### config.mk
export PLATFORM = sky130hd
export DESIGN_NAME = uart_frame_engine
export DESIGN_NICKNAME = d
export VERILOG_FILES = /design/src/rtl/uart_frame_engine_pkg.sv /design/src/rtl/uart_frame_engine_bit_timer.sv /design/src/rtl/uart_frame_engine.sv
export SDC_FILE = /design/constraint.sdc
export NUM_CORES = 1
export LEC_CHECK = 0
export CAP_MARGIN = 20
export CORE_UTILIZATION = 51
export DETAILED_ROUTE_END_ITERATION = 6
export GPL_TIMING_DRIVEN = 0
export PLACE_DENSITY = 0.72
export RECOVER_POWER = 100
export SLEW_MARGIN = 30
export SYNTH_ARGS = -nofsm -noshare
export SYNTH_HDL_FRONTEND = slang
export SYNTH_HIERARCHICAL = 1
export SYNTH_SLANG_ARGS = --single-unit
### constraint.sdc
create_clock -name clk -period 2.5 [get_ports clk]
set_input_delay 0.5 -clock clk [delete_from_list [all_inputs] [get_ports clk]]
set_output_delay 0.5 -clock clk [all_outputs]
set_load 0.005 [all_outputs]
### src/rtl/uart_frame_engine_pkg.sv
// uart_frame_engine_pkg: state encodings, data-bit clamp and break-detect rule
package uart_frame_engine_pkg;
  localparam int DBITS_W = 4;
  localparam logic [DBITS_W-1:0] DBITS_MIN = 4'd5;
  typedef enum logic [3:0] {
    TX_IDLE, TX_START, TX_DATA, TX_PARITY, TX_STOP1, TX_STOP2, TX_BREAK, TX_MARK
  } tx_state_t;
  typedef enum logic [3:0] {
    RX_IDLE, RX_START, RX_DATA, RX_PARITY, RX_STOP, RX_WAIT_MARK
  } rx_state_t;
  function automatic logic [DBITS_W-1:0] clamp_dbits(input logic [DBITS_W-1:0] d,
                                                     input logic [DBITS_W-1:0] dmax);
    return d < DBITS_MIN ? DBITS_MIN : d > dmax ? dmax : d;
  endfunction
  function automatic logic is_break(input logic data_zero, input logic par, input logic stop);
    return data_zero && !par && !stop;
  endfunction
endpackage

### src/rtl/uart_frame_engine_bit_timer.sv
// uart_bit_timer: oversample counter with hold, half-bit preload and terminal tick
module uart_bit_timer #(
  parameter int OVERSAMPLE = 8
) (
  input  logic clk,
  input  logic rst_n_sync,
  input  logic clk_en,
  input  logic clr,
  input  logic load,
  output logic tick
);
  localparam int CW = $clog2(OVERSAMPLE);
  // Preload lands the first zero OVERSAMPLE/2 ticks after the loading tick
  localparam logic [CW-1:0] HALF = CW'(OVERSAMPLE / 2 + 1);
  logic [CW-1:0] ctr;
  always_ff @(posedge clk or negedge rst_n_sync)
    if (!rst_n_sync) ctr <= '0;
    else ctr <= clr ? '0 : load ? HALF : clk_en ? ctr + 1'b1 : ctr;
  always_comb tick = clk_en && ctr == '0;
endmodule

### src/rtl/uart_frame_engine.sv
// uart_frame_engine: UART TX/RX frame engines with parity, 1/2 stop bits and break
module uart_frame_engine
  import uart_frame_engine_pkg::*;
#(
  parameter int W_DATA     = 9,
  parameter int OVERSAMPLE = 8
) (
  input  logic               clk,
  input  logic               rst_n_sync,
  input  logic               en,
  input  logic               clk_en,
  input  logic [DBITS_W-1:0] cfg_dbits,
  input  logic               cfg_parity_en,
  input  logic               cfg_parity_odd,
  input  logic               cfg_stop2,
  input  logic [W_DATA-1:0]  tx_data,
  input  logic               tx_valid,
  output logic               tx_ready,
  input  logic               tx_break,
  output logic               tx_out,
  output logic               tx_busy,
  input  logic               rx_in,
  output logic [W_DATA-1:0]  rx_data,
  output logic               rx_valid,
  output logic               rx_perr,
  output logic               rx_ferr,
  output logic               rx_break
);
  localparam logic [DBITS_W-1:0] DMAX = DBITS_W'(W_DATA);
  logic [DBITS_W-1:0] cfg_nb;
  logic [W_DATA-1:0]  cfg_mask;
  tx_state_t tx_st, tx_st_n;
  logic tx_tick, tx_clr, tx_bound, tx_accept, tx_out_n;
  logic [W_DATA-1:0]  tx_sh;
  logic [DBITS_W-1:0] tx_bcnt, tx_nb;
  logic tx_pen, tx_par, tx_stop2;
  rx_state_t rx_st, rx_st_n;
  logic rx_tick, rx_clr, rx_load, rx_brk;
  logic [W_DATA-1:0]  rx_sh;
  logic [DBITS_W-1:0] rx_bcnt, rx_nb;
  logic rx_pen, rx_odd, rx_par;
  always_comb begin
    cfg_nb = clamp_dbits(cfg_dbits, DMAX);
    cfg_mask = ~({W_DATA{1'b1}} << cfg_nb);
  end
  uart_bit_timer #(.OVERSAMPLE(OVERSAMPLE)) u_tx_timer (
    .clk(clk), .rst_n_sync(rst_n_sync), .clk_en(clk_en), .clr(tx_clr), .load(1'b0), .tick(tx_tick)
  );
  uart_bit_timer #(.OVERSAMPLE(OVERSAMPLE)) u_rx_timer (
    .clk(clk), .rst_n_sync(rst_n_sync), .clk_en(clk_en), .clr(rx_clr), .load(rx_load), .tick(rx_tick)
  );
  // Frame boundary: idle, or the last mark period of a frame/break is ending
  always_comb begin
    tx_bound = tx_tick && (tx_st == TX_IDLE || tx_st == TX_STOP2 || tx_st == TX_MARK ||
                           (tx_st == TX_STOP1 && !tx_stop2));
    tx_ready = en && tx_bound && !tx_break;
    tx_accept = tx_ready && tx_valid;
    tx_st_n = tx_st;
    tx_out_n = tx_out;
    if (!en) begin
      tx_st_n = TX_IDLE;
      tx_out_n = 1'b1;
    end else if (tx_bound) begin
      tx_st_n = tx_break ? TX_BREAK : tx_accept ? TX_START : TX_IDLE;
      tx_out_n = !(tx_break || tx_accept);
    end else if (tx_tick)
      case (tx_st)
        TX_START: begin
          tx_st_n = TX_DATA;
          tx_out_n = tx_sh[0];
        end
        TX_DATA: begin
          tx_st_n = tx_bcnt != tx_nb ? TX_DATA : tx_pen ? TX_PARITY : TX_STOP1;
          tx_out_n = tx_bcnt != tx_nb ? tx_sh[0] : tx_pen ? tx_par : 1'b1;
        end
        TX_PARITY: begin
          tx_st_n = TX_STOP1;
          tx_out_n = 1'b1;
        end
        TX_STOP1: tx_st_n = TX_STOP2;
        TX_BREAK: begin
          tx_st_n = tx_break ? TX_BREAK : TX_MARK;
          tx_out_n = !tx_break;
        end
        default: ;
      endcase
    tx_clr = tx_st_n == TX_IDLE || tx_st_n == TX_BREAK;
    tx_busy = tx_st != TX_IDLE;
  end
  always_ff @(posedge clk or negedge rst_n_sync)
    if (!rst_n_sync) begin
      tx_st <= TX_IDLE;
      tx_out <= 1'b1;
    end else begin
      tx_st <= tx_st_n;
      tx_out <= tx_out_n;
    end
  always_ff @(posedge clk or negedge rst_n_sync)
    if (!rst_n_sync) begin
      tx_sh <= '0;
      tx_bcnt <= '0;
      tx_nb <= DBITS_MIN;
      tx_pen <= 1'b0;
      tx_par <= 1'b0;
      tx_stop2 <= 1'b0;
    end else if (!en) tx_bcnt <= '0;
    else if (tx_accept) begin
      tx_sh <= tx_data;
      tx_bcnt <= '0;
      tx_nb <= cfg_nb;
      tx_pen <= cfg_parity_en;
      tx_par <= ^(tx_data & cfg_mask) ^ cfg_parity_odd;
      tx_stop2 <= cfg_stop2;
    end else if (tx_tick && (tx_st == TX_START || (tx_st == TX_DATA && tx_bcnt != tx_nb))) begin
      tx_sh <= tx_sh >> 1;
      tx_bcnt <= tx_bcnt + 1'b1;
    end
  always_comb begin
    rx_brk = is_break(rx_sh == '0, rx_par, rx_in);
    rx_load = 1'b0;
    rx_st_n = rx_st;
    if (!en) rx_st_n = RX_IDLE;
    else if (rx_tick)
      case (rx_st)
        RX_IDLE: begin
          rx_st_n = rx_in ? RX_IDLE : RX_START;
          rx_load = !rx_in;
        end
        RX_START: rx_st_n = rx_in ? RX_IDLE : RX_DATA;
        RX_DATA: rx_st_n = rx_bcnt != rx_nb - 1'b1 ? RX_DATA : rx_pen ? RX_PARITY : RX_STOP;
        RX_PARITY: rx_st_n = RX_STOP;
        RX_STOP: rx_st_n = rx_brk ? RX_WAIT_MARK : RX_IDLE;
        RX_WAIT_MARK: rx_st_n = rx_in ? RX_IDLE : RX_WAIT_MARK;
        default: rx_st_n = RX_IDLE;
      endcase
    rx_clr = rx_st_n == RX_IDLE || rx_st_n == RX_WAIT_MARK;
  end
  always_ff @(posedge clk or negedge rst_n_sync)
    if (!rst_n_sync) rx_st <= RX_IDLE;
    else rx_st <= rx_st_n;
  always_ff @(posedge clk or negedge rst_n_sync)
    if (!rst_n_sync) begin
      rx_sh <= '0;
      rx_bcnt <= '0;
      rx_nb <= DBITS_MIN;
      rx_pen <= 1'b0;
      rx_odd <= 1'b0;
      rx_par <= 1'b0;
      rx_data <= '0;
      rx_valid <= 1'b0;
      rx_perr <= 1'b0;
      rx_ferr <= 1'b0;
      rx_break <= 1'b0;
    end else if (!en) begin
      rx_valid <= 1'b0;
      rx_bcnt <= '0;
    end else begin
      rx_valid <= rx_tick && rx_st == RX_STOP;
      if (rx_tick)
        case (rx_st)
          RX_START:
            if (!rx_in) begin
              rx_sh <= '0;
              rx_bcnt <= '0;
              rx_nb <= cfg_nb;
              rx_pen <= cfg_parity_en;
              rx_odd <= cfg_parity_odd;
              rx_par <= 1'b0;
            end
          RX_DATA: begin
            rx_sh <= rx_sh | (W_DATA'(rx_in) << rx_bcnt);
            rx_bcnt <= rx_bcnt + 1'b1;
          end
          RX_PARITY: rx_par <= rx_in;
          RX_STOP: begin
            rx_data <= rx_sh;
            rx_perr <= rx_pen && (^rx_sh ^ rx_odd ^ rx_par);
            rx_ferr <= !rx_in;
            rx_break <= rx_brk;
          end
          default: ;
        endcase
    end
endmodule

After elaboration in Yosys (flattened, before gate mapping). Index checks and enable logic that the tools add are counted. W data, S select, Z words.

Add/sub/neg operators: 5. Magnitude comparators: 2. Equal/unequal tests: 23. Shift operators: 2. Muxes and demuxes: 48. Bitwise logic cells: 7. Reductions and logical operators: 48.

Operators with widths (count): $mux W4 (13); $mux W3 (12); $eq A4 B3 Y1 const B (8); $mux W9 (3); $pmux W4 S5 (1); $pmux W3 S6 (1); $pmux W9 S2 (1); $reduce_xor A9 Y1 (2); $eq A4 B2 Y1 const B (4); $logic_not A4 Y1 (4); $logic_and A1 B1 Y1 (13); $mux W1 (13); $reduce_and A4 Y1 (3); $and A9 B9 Y9 (1); $logic_not A9 Y1 (1); $ne A3 B1 Y1 const B (3); $not A9 Y9 (1); $or A9 B9 Y9 (1); $shl A1 B4 Y9 (1); $shl A9 B4 Y9 const A (1); $add A4 B1 Y4 const B (2); $eq A4 B1 Y1 const B (2); $ne A4 B4 Y1 (2); $pmux W4 S2 (1); 21 further kinds (41).

Register bits after elaboration: 68. Input port bits: 23. Output and inout bits: 16. Logic and storage cells: 157.

Logic depth before layout (Yosys ltp). Gate-level depths: netlist of run 1.

Word-level depth: 15. Depth in mapped cells: 11. Mapped depth without buffers: 9.

By module. Netlist of run 1, hierarchy kept.

Modules (own cells, without submodules): uart_frame_engine (times used 1, cells each 345, area each 3422.0 µm², seq. area each 1557.7 µm²); uart_bit_timer (times used 2, cells each 16, area each 172.7 µm², seq. area each 75.1 µm²).

Least setup slack after synthesis of run 1. Ideal clock, no wire load.

Path type: register to register. Start: register rx_nb[0]. End: register u_rx_timer.ctr[1]. Setup time: 0.143 ns. Data arrival time: 2.280 ns. Data required time: 2.357 ns. Slack: 0.078 ns. Cell stages (with the launch flop): 9. Path buffers: 0. Period minus slack after synthesis: 2.422 ns. Cell sequence: dfstp_2 -> inv_1 -> ha_1 -> xnor3_1 -> nand3_1 -> or4_1 -> o211ai_1 -> nor4b_1 -> nor3_1.

Longest elaborated chain between the ends: 9. Elaborated cells on any way between the ends: 11. Classes of those cells: add/sub (1); eq/ne (2); mux (5); reduce/logical (3).

RTL lines: from (decl) (line uart_frame_engine.sv:40) `logic [DBITS_W-1:0] rx_bcnt, rx_nb;`; from (signal assigned) (line uart_frame_engine.sv:165) `rx_nb <= cfg_nb;`; $sub A4 B1 Y4 * (line uart_frame_engine.sv:130) `RX_DATA: rx_st_n = rx_bcnt != rx_nb - 1'b1 ? RX_DATA : rx_pen ? RX_PARITY : RX_STOP;`; $ne A4 B4 Y1 * (line uart_frame_engine.sv:130); $mux W3 * (line uart_frame_engine.sv:130); $pmux W3 S6 * (line uart_frame_engine.sv:124) `case (rx_st)`; $mux W4 * (line uart_frame_engine.sv:123) `else if (rx_tick)`; $mux W4 * (line uart_frame_engine.sv:122) `if (!en) rx_st_n = RX_IDLE;`; $eq A4 B3 Y1 / $logic_not A4 Y1 (equally long branches) (line uart_frame_engine.sv:136) `rx_clr = rx_st_n == RX_IDLE || rx_st_n == RX_WAIT_MARK;`; $logic_or A1 B1 Y1 * (line uart_frame_engine.sv:136); named net rx_clr (line uart_frame_engine.sv:38) `logic rx_tick, rx_clr, rx_load, rx_brk;`; $reduce_bool A3 Y1 (no line) / $mux W3 (equally long branches); to (signal assigned) (line uart_frame_engine_bit_timer.sv:18) `else ctr <= clr ? '0 : load ? HALF : clk_en ? ctr + 1'b1 : ctr;`; to (decl) (line uart_frame_engine_bit_timer.sv:15) `logic [CW-1:0] ctr;`.

Mark *: on every way through the listed nets, which the timed path passes. The rest lies on a longest branch. A chain may end at the register's enable or synchronous reset.

Worst setup path after layout of run 1.
Start: register u_tx_timer.ctr[1]. End: register u_tx_timer.ctr[1].

Longest elaborated chain between the ends: 13. Elaborated cells on any way between the ends: 18. Classes of those cells: add/sub (1); eq/ne (1); mux (7); reduce/logical (9).

RTL lines: from (decl) (line uart_frame_engine_bit_timer.sv:15); from (signal assigned) (line uart_frame_engine_bit_timer.sv:18); $logic_not A3 Y1 * (line uart_frame_engine_bit_timer.sv:19) `always_comb tick = clk_en && ctr == '0;`; $logic_and A1 B1 Y1 * (line uart_frame_engine_bit_timer.sv:19); named net tx_tick (line uart_frame_engine.sv:33) `logic tx_tick, tx_clr, tx_bound, tx_accept, tx_out_n;`; $logic_and A1 B1 Y1 (line uart_frame_engine.sv:54) `tx_bound = tx_tick && (tx_st == TX_IDLE || tx_st == TX_STOP2 || tx_st == TX_MARK ||`; $logic_and A1 B1 Y1 (2 in a row) (line uart_frame_engine.sv:56) `tx_ready = en && tx_bound && !tx_break;`; $logic_and A1 B1 Y1 (line uart_frame_engine.sv:57) `tx_accept = tx_ready && tx_valid;`; $mux W1 (line uart_frame_engine.sv:64) `tx_st_n = tx_break ? TX_BREAK : tx_accept ? TX_START : TX_IDLE;`; $mux W3 (line uart_frame_engine.sv:64); $mux W4 * (line uart_frame_engine.sv:63) `end else if (tx_bound) begin`; $mux W4 * (line uart_frame_engine.sv:60) `if (!en) begin`; $eq A4 B3 Y1 / $logic_not A4 Y1 (equally long branches) (line uart_frame_engine.sv:87) `tx_clr = tx_st_n == TX_IDLE || tx_st_n == TX_BREAK;`; $logic_or A1 B1 Y1 * (line uart_frame_engine.sv:87); named net tx_clr (line uart_frame_engine.sv:33); $mux W3 / $reduce_bool A2 Y1 (equally long branches).

Mark *: on every way through the listed nets, which the timed path passes. The rest lies on a longest branch. The select of a mux whose other input is x is not followed.

==> reports/results.ini, run 1 <==
[place]
place_congestion = 0.821
port_buffers = 37
hpwlAfterDp_mm = 5.74

[timing]
clock_skew_ns = 0.0107
grt_setup_unrepaired = yes
holdWs_ns = 0.476
final-max-slew-violation-count = 34
setup_slack_ns = -0.0497
fmax_mhz = 392
period_minus_slack_ns = 2.55
hold_violations = 0
min_period_over_period = 1.02
worst_pin_slew_ns = 1.76
slew_headroom = -0.170
setup_viol = 1

[synth]
ys_seq_elements = 68
synth_ff_type = dfrtp_1
syn_area_um2 = 3770
ys_warn_count = 6
synthTopCellsByArea = dfrtp_1 42%, mux2_2 4.8%, xnor2_1 4.4%, ha_1 3.7%, dfstp_2 3.5%
synth_cells = 377
avgSynthCellArea_um2 = 9.99
yosysSeqAreaShare = 0.453
synth_cell_types = 62
synth_edf_count = 0
synth_top_cell_area_share = 0.418
yosys.area.top_type = dfrtp_1
async_reset_ff_frac = 1.00

[clocking]
cts_tree = yes
ctsHoldBuffers = 0
cts.path.max_buffers = 2
cts.htree.levels = 3
cts.sinks = 68
cts_root_buf = clkbuf_8
numCtsBuffers = 9
cts.clk_slew.worst_paths_ns = 0.08
clk-insertion-delay-late_ns = 0.35

[layout]
multi_input_area_um2 = 2030
regArea_um2 = 1710
n_fill_cell = 575
fin_util = 0.684
synthToLayoutAreaGrowth_pct = 26.8
drive_gt1_frac = 0.209
n_antenna_cell = 0
layout.nets = 479

[global_route]
globalRouteTotalUtil = 0.241
gr-total-overflow = 0
grt_pass1_wl_mm = 14.3
antenna_found_initial = 0
grt_pass1_vias = 2972
grt_max_degree = 37

[setup_path]
start_kind = register
critPathMaxFanout = 5
reg2reg_depth = 11
required_ns = 2.76
arrival_ns = 2.81
criticalPathCategory = register to register
end_kind = register

[outcome]
run_status = complete, but fails checks
failed_checks = max-capacitance violations, max-slew violations, negative setup slack

[power]
vdd_drop_max_v = 0.000558
p_int_uw = 2550
p_switching_uw = 1200
comb_power_share = 0.342
pwr_density_cell_nw_per_um2 = 784
sw_frac_of_total = 0.320
power_frac_seq = 0.394
power_frac_clock = 0.263
power.leakage_uw = 0.00219

[min_path]
hp-class = register to register
holdPathStages = 2

[detailed_routing]
ant_nets = 0
drt_pass1_iterations = 5
route.vias.total = 3014
vias_per_cell = 5.52
detail_route.iter0.violations = 169
routed_wl_mm = 8.37
wl_per_cell_um = 15.3
remaining_drc_errors = 0

[run]
maxCapViolCount = 1

[floorplanning]
die_x_um = 87.9
num_io_pins = 39
die_h_um = 87.9
die_area_um2 = 7730
core_um2 = 6980
initial_core_util = 0.540
rows = 30

## synthesized netlist by cell type (all sizes together), types with 2 or more instances
master,number
buf,4
a31o,2
a21boi,2
nor4bb,2
nand3b,3
or3,3
nand2,26
a21oi,22
and3b,3
and4b,2
nand3,9
inv,26
nand4,2
dfstp,5
xor2,4
and2,4
o211ai,2
or4b,2
nor3,9
xnor2,19
nor2,27
o221ai,3
ha,11
and3,2
nand2b,3
a32o,3
a211oi,5
nor2b,14
mux2,22
mux2i,6
xnor3,2
clkbuf,12
a22oi,2
a31oi,6
nor3b,2
o21ai,25
dfrtp,63
## worst max-delay path: stages (launching register included)
cell       delay, ns
dfrtp_1         0.40
inv_2           0.07
ha_4            0.11
and3b_2         0.25
and2b_2         0.20
o21ai_4         0.07
or4b_4          0.55
buf_12          0.17
clkbuf_16       0.14
a21oi_4         0.12
a22oi_2         0.15
nor3_2          0.22
## timing repair
| item | 4_1_cts | 5_1_grt |
|---|---|---|
| cloned | 2 | 0 |
| pin swaps | 7 | 9 |
| gates resized for setup | 26 | 14 |
| buffers inserted | 9 | 7 |
| setup endpoints to repair | 40 | 31 |
## flip-flops by register name (all words and copies together) (netlist names), 3 cells and up
register        count
rx_bcnt             4
rx_data             9
rx_nb               4
rx_sh               9
rx_st               4
tx_bcnt             4
tx_nb               4
tx_sh               9
tx_st               4
u_rx_timer/ctr      3
u_tx_timer/ctr      3
## kinds of logic (layout without fill, tap and decap cells)
| logic type | after synthesis | in the layout | share of synthesized area |
|---|---|---|---|
| muxes | 28 | 28 | 0.0877 |
| buffers and inverters | 42 | 111 | 0.0445 |
| and+or+nand+nor | 120 | 120 | 0.173 |
| other | 1 | 4 | 0.000995 |
| xor gates and xnor gates | 25 | 25 | 0.0654 |
| AOI/OAI and AO/OA | 82 | 83 | 0.139 |
| adders and majority gates | 11 | 11 | 0.0365 |
| DFF | 68 | 68 | 0.453 |
## area by class of cell
class	instances	area share
Multi-Input combinational cell	271	0.424
Sequential cell	68	0.358
Timing Repair Buffer	55	0.108
Clock buffer	10	0.0267
Tap cell	96	0.0251
Inverter	26	0.0204
Buffer	14	0.0191
Clock inverter	6	0.0186
## stage by stage
step	setup slack [ns]	cells	cell area [um2]	TNS (ns)	power, uW
after floorplan	0.0776	380	3780	0	2270
after global placement	-1.39	513	4270	-120.93	2560
after detailed placement	-1.09	514	4290	-32.59	2590
after CTS	-0.0517	540	4700	-0.0558	3720
after global routing	-0.115	546	4780	-1.40	3960
final	-0.0497	546	4780	-0.0497	3740
## power by group through the flow
stage	Sequential (uW)	Combinational, uW	Clock, uW
2_1_floorplan	1450	822	0
3_5_place_dp	1500	1100	0
4_1_cts	1470	1240	1010
3_3_place_gp	1490	1070	0
5_1_grt	1500	1400	1050
6_report	1480	1280	986
## worst paths after layout
kind	to	startpoint	slack, ns
worst max-delay path	u_tx_timer/ctr[1]	u_tx_timer/ctr[1]	-0.05
worst min-delay path	rx_data[5]	rx_data[5]	0.48
worst max register to register	u_tx_timer/ctr[1]	u_tx_timer/ctr[1]	-0.05
worst min register to register	rx_data[5]	rx_data[5]	0.48
max in group asynchronous	tx_nb[0]	rst_n_sync	0.46
min in group asynchronous	tx_st[2]	rst_n_sync	0.60
## layer usage
layer	global-route usage	wire length (um)
met3	0.0509	394
met1	0.337	3980
met4	0.0581	65
met5	0	0
met2	0.384	3930
## cells in the final DEF (no fill, tap or decap), types with 3 or more instances in the layout
| master | synthesis | final |
|---|---|---|
| and2_1 | 4 | 3 |
| nor2_1 | 27 | 27 |
| dlygate4sd3_1 | 0 | 13 |
| nand2_1 | 26 | 25 |
| nor3_1 | 9 | 7 |
| a31oi_1 | 6 | 6 |
| clkbuf_8 | 0 | 9 |
| a21oi_1 | 22 | 21 |
| o21ai_0 | 24 | 23 |
| nand3b_1 | 3 | 3 |
| a32o_1 | 3 | 3 |
| nand3_1 | 9 | 8 |
| dfstp_2 | 5 | 5 |
| mux2i_1 | 6 | 6 |
| mux2_4 | 6 | 6 |
| xor2_1 | 4 | 4 |
| a211oi_1 | 4 | 3 |
| mux2_2 | 16 | 16 |
| inv_1 | 26 | 23 |
| nand2b_1 | 3 | 3 |
| conb_1 | 1 | 4 |
| clkdlybuf4s50_1 | 0 | 20 |
| or3_1 | 3 | 3 |
| buf_4 | 0 | 16 |
| dfrtp_1 | 63 | 63 |
| nor2b_1 | 14 | 14 |
| clkbuf_1 | 12 | 12 |
| inv_2 | 0 | 3 |
| xnor2_1 | 19 | 19 |
| ha_1 | 11 | 9 |
Power figures use the tool's default switching activity.
==> run 2, diff against run 1 <==
--- a/config.mk
+++ b/config.mk
@@ -5,7 +5,6 @@
 export SDC_FILE = /design/constraint.sdc
 export NUM_CORES = 1
 export LEC_CHECK = 0
-export CAP_MARGIN = 20
 export CORE_UTILIZATION = 51
 export DETAILED_ROUTE_END_ITERATION = 6
 export GPL_TIMING_DRIVEN = 0
==> results of run 2 <==
No change in the layout: final DEF, timing and power equal those of run 1.
==> run 3, diff against run 2 <==
--- a/config.mk
+++ b/config.mk
@@ -15,3 +15,4 @@
 export SYNTH_HDL_FRONTEND = slang
 export SYNTH_HIERARCHICAL = 1
 export SYNTH_SLANG_ARGS = --single-unit
+export TNS_END_PERCENT = 1
==> run 3 against run 2 <==
  * The run still ends with max-capacitance violations, max-slew violations, negative setup slack left
  * First-iteration DRC count up 2.4%
  * Count of clock-buffer cells in the layout unchanged
  * Non-clock buffer count is 6 lower
  * Sequential share of layout area rose by 0.72 points
  * Flip-flop and latch count unchanged
  * Routed wire length fell by 5.0%
  * Final cell count shrank 1.3%
  * Critical path type unchanged
  * Largest power group unchanged
==> reports/results.ini, run 3 (synthesis gave the netlist of run 1 again) <==
[layout]
n_fill_cell = 588
n_antenna_cell = 0
final_cell_mix = 63 x dfrtp_1, 27 x nor2_1, 25 x nand2_1
top_regs = rx_data x9, rx_sh x9, tx_sh x9
drive_gt1_frac = 0.185
layout.nets = 472
synthToLayoutAreaGrowth_pct = 24.3
layout_commonest_cell = dfrtp_1

[run]
maxCapViolCount = 1

[setup_path]
start_kind = register
required_ns = 2.76
critPathMaxFanout = 6
cp_cell_sequence = inv_2 -> ha_4 -> and3b_2 -> and2b_2 -> o21ai_4 -> or4b_4 -> buf_12 -> buf_8 -> a21oi_4 -> a22oi_2 -> nor3_2
slowest_stage = or4b_4
arrival_ns = 2.87
path_delay_family = simple AND/OR/NAND/NOR gates
worst-path-buf-inv = 3
end_kind = register
max_stage_delay_ns = 0.60
criticalPathCategory = register to register

[clocking]
cts.sinks = 68
clk-insertion-delay-late_ns = 0.35
ctsHoldBuffers = 0
cts_root_buf = clkbuf_8
numCtsBuffers = 9
cts_tree = yes
cts.clk_slew.worst_paths_ns = 0.08
cts.path.max_buffers = 2
cts.htree.levels = 3

[power]
power.leakage_uw = 0.00214
pwr_density_cell_nw_per_um2 = 787
vdd_drop_max_v = 0.000438
power_uw = 3680

[timing]
worst_pin_slew_ns = 1.77
period_minus_slack_ns = 2.60
grt_setup_unrepaired = yes
slew_headroom = -0.178
setup_viol = 10
hold_violations = 0
fmax_mhz = 384
setup_slack_ns = -0.104
fin_setup_tns_ns = -0.585
min_period_over_period = 1.04
clock_skew_ns = 0.0103
final-max-slew-violation-count = 34

[global_route]
grt_pass1_wl_mm = 13.7
grt_pass1_vias = 2894
gr-total-overflow = 0
grt_max_degree = 37
globalRouteTotalUtil = 0.229
antenna_found_initial = 0

[detailed_routing]
drt_pass1_iterations = 4
route.vias.total = 2963
detail_route.iter0.violations = 173
met1Wirelength_mm = 3.84
met2_length_mm = 3.66
remaining_drc_errors = 0
wl_per_cell_um = 14.7
routed_wl_mm = 7.95
ant_nets = 0
top_layer = met4
vias_per_cell = 5.50
dr_wl_met3_um = 392

[outcome]
failed_checks = max-capacitance violations, max-slew violations, negative setup slack
run_status = complete, but fails checks

[floorplanning]
rows = 30
die_x_um = 87.9
num_io_pins = 39
die_area_um2 = 7730
core_um2 = 6980
initial_core_util = 0.540
die_h_um = 87.9

[place]
hpwlAfterDp_mm = 5.74
place_congestion = 0.821
port_buffers = 37
pre_cts_slack_ns = -1.09

[min_path]
hp-class = register to register

[run 3: where the power goes]
| group | total [uW] | switching, uW | internal [uW] | leakage, uW |
|---|---|---|---|---|
| clock network | 987 | 426 | 562 | 0.000102 |
| logic | 1220 | 582 | 637 | 0.00113 |
| registers | 1480 | 160 | 1320 | 0.000901 |
[run 3: path summary, 6_finish.rpt]
| path | from | end | cells past startpoint | slack, ns |
|---|---|---|---|---|
| worst max-delay path | u_tx_timer/ctr[0] | u_tx_timer/ctr[1] | 11 | -0.10 |
| worst min-delay path | rx_data[5] | rx_data[5] | 2 | 0.48 |
| worst max register to register | u_tx_timer/ctr[0] | u_tx_timer/ctr[1] | 11 | -0.10 |
| worst min register to register | rx_data[5] | rx_data[5] | 2 | 0.48 |
| max in group asynchronous | rst_n_sync | tx_nb[0] | 2 | 0.44 |
| min in group asynchronous | rst_n_sync | tx_st[2] | 1 | 0.61 |
[run 3: metrics by stage]
stage	utilization	hold slack, ns	instance area (um2)	instances
after global placement	0.611	0.463	4270	513
after CTS	0.653	0.0940	4560	532
final	0.671	0.476	4680	539
after global routing	0.671	0.509	4680	539
after detailed placement	0.614	0.470	4290	514
after floorplan	-	0.204	3780	380
[run 3: layer usage]
metal	GRT usage	up-vias
met5	0	-
met4	0.0581	0
met3	0.0509	5
met2	0.366	82
met1	0.316	1421
li1	-	1455
[run 3: repair_timing]
item	4_1_cts	5_1_grt
hold endpoints to repair	0	0
pin swaps	4	7
endpoints found under the setup margin	40	28
gates cloned	0	1
buffers inserted	2	7
resized for setup	14	20
[run 3: cell type report]
type | count | area [um2] | share of cell area
buffer | 15 | 92.6 | 0.0198
clock buffer | 10 | 128 | 0.0273
clock inverter | 6 | 88.8 | 0.0190
inverter | 26 | 97.6 | 0.0208
multi-input combinational | 270 | 1990 | 0.425
sequential | 68 | 1710 | 0.365
tap | 96 | 120 | 0.0256
timing repair buffer | 48 | 460 | 0.0983
[run 3: tightest hold or removal path, delay by kind of cell, from the launching register on]
family	cells	cell delay, ns
DFF	1	0.34
AOI/OAI and AO/OA	1	0.06
and+or+nand+nor	1	0.05
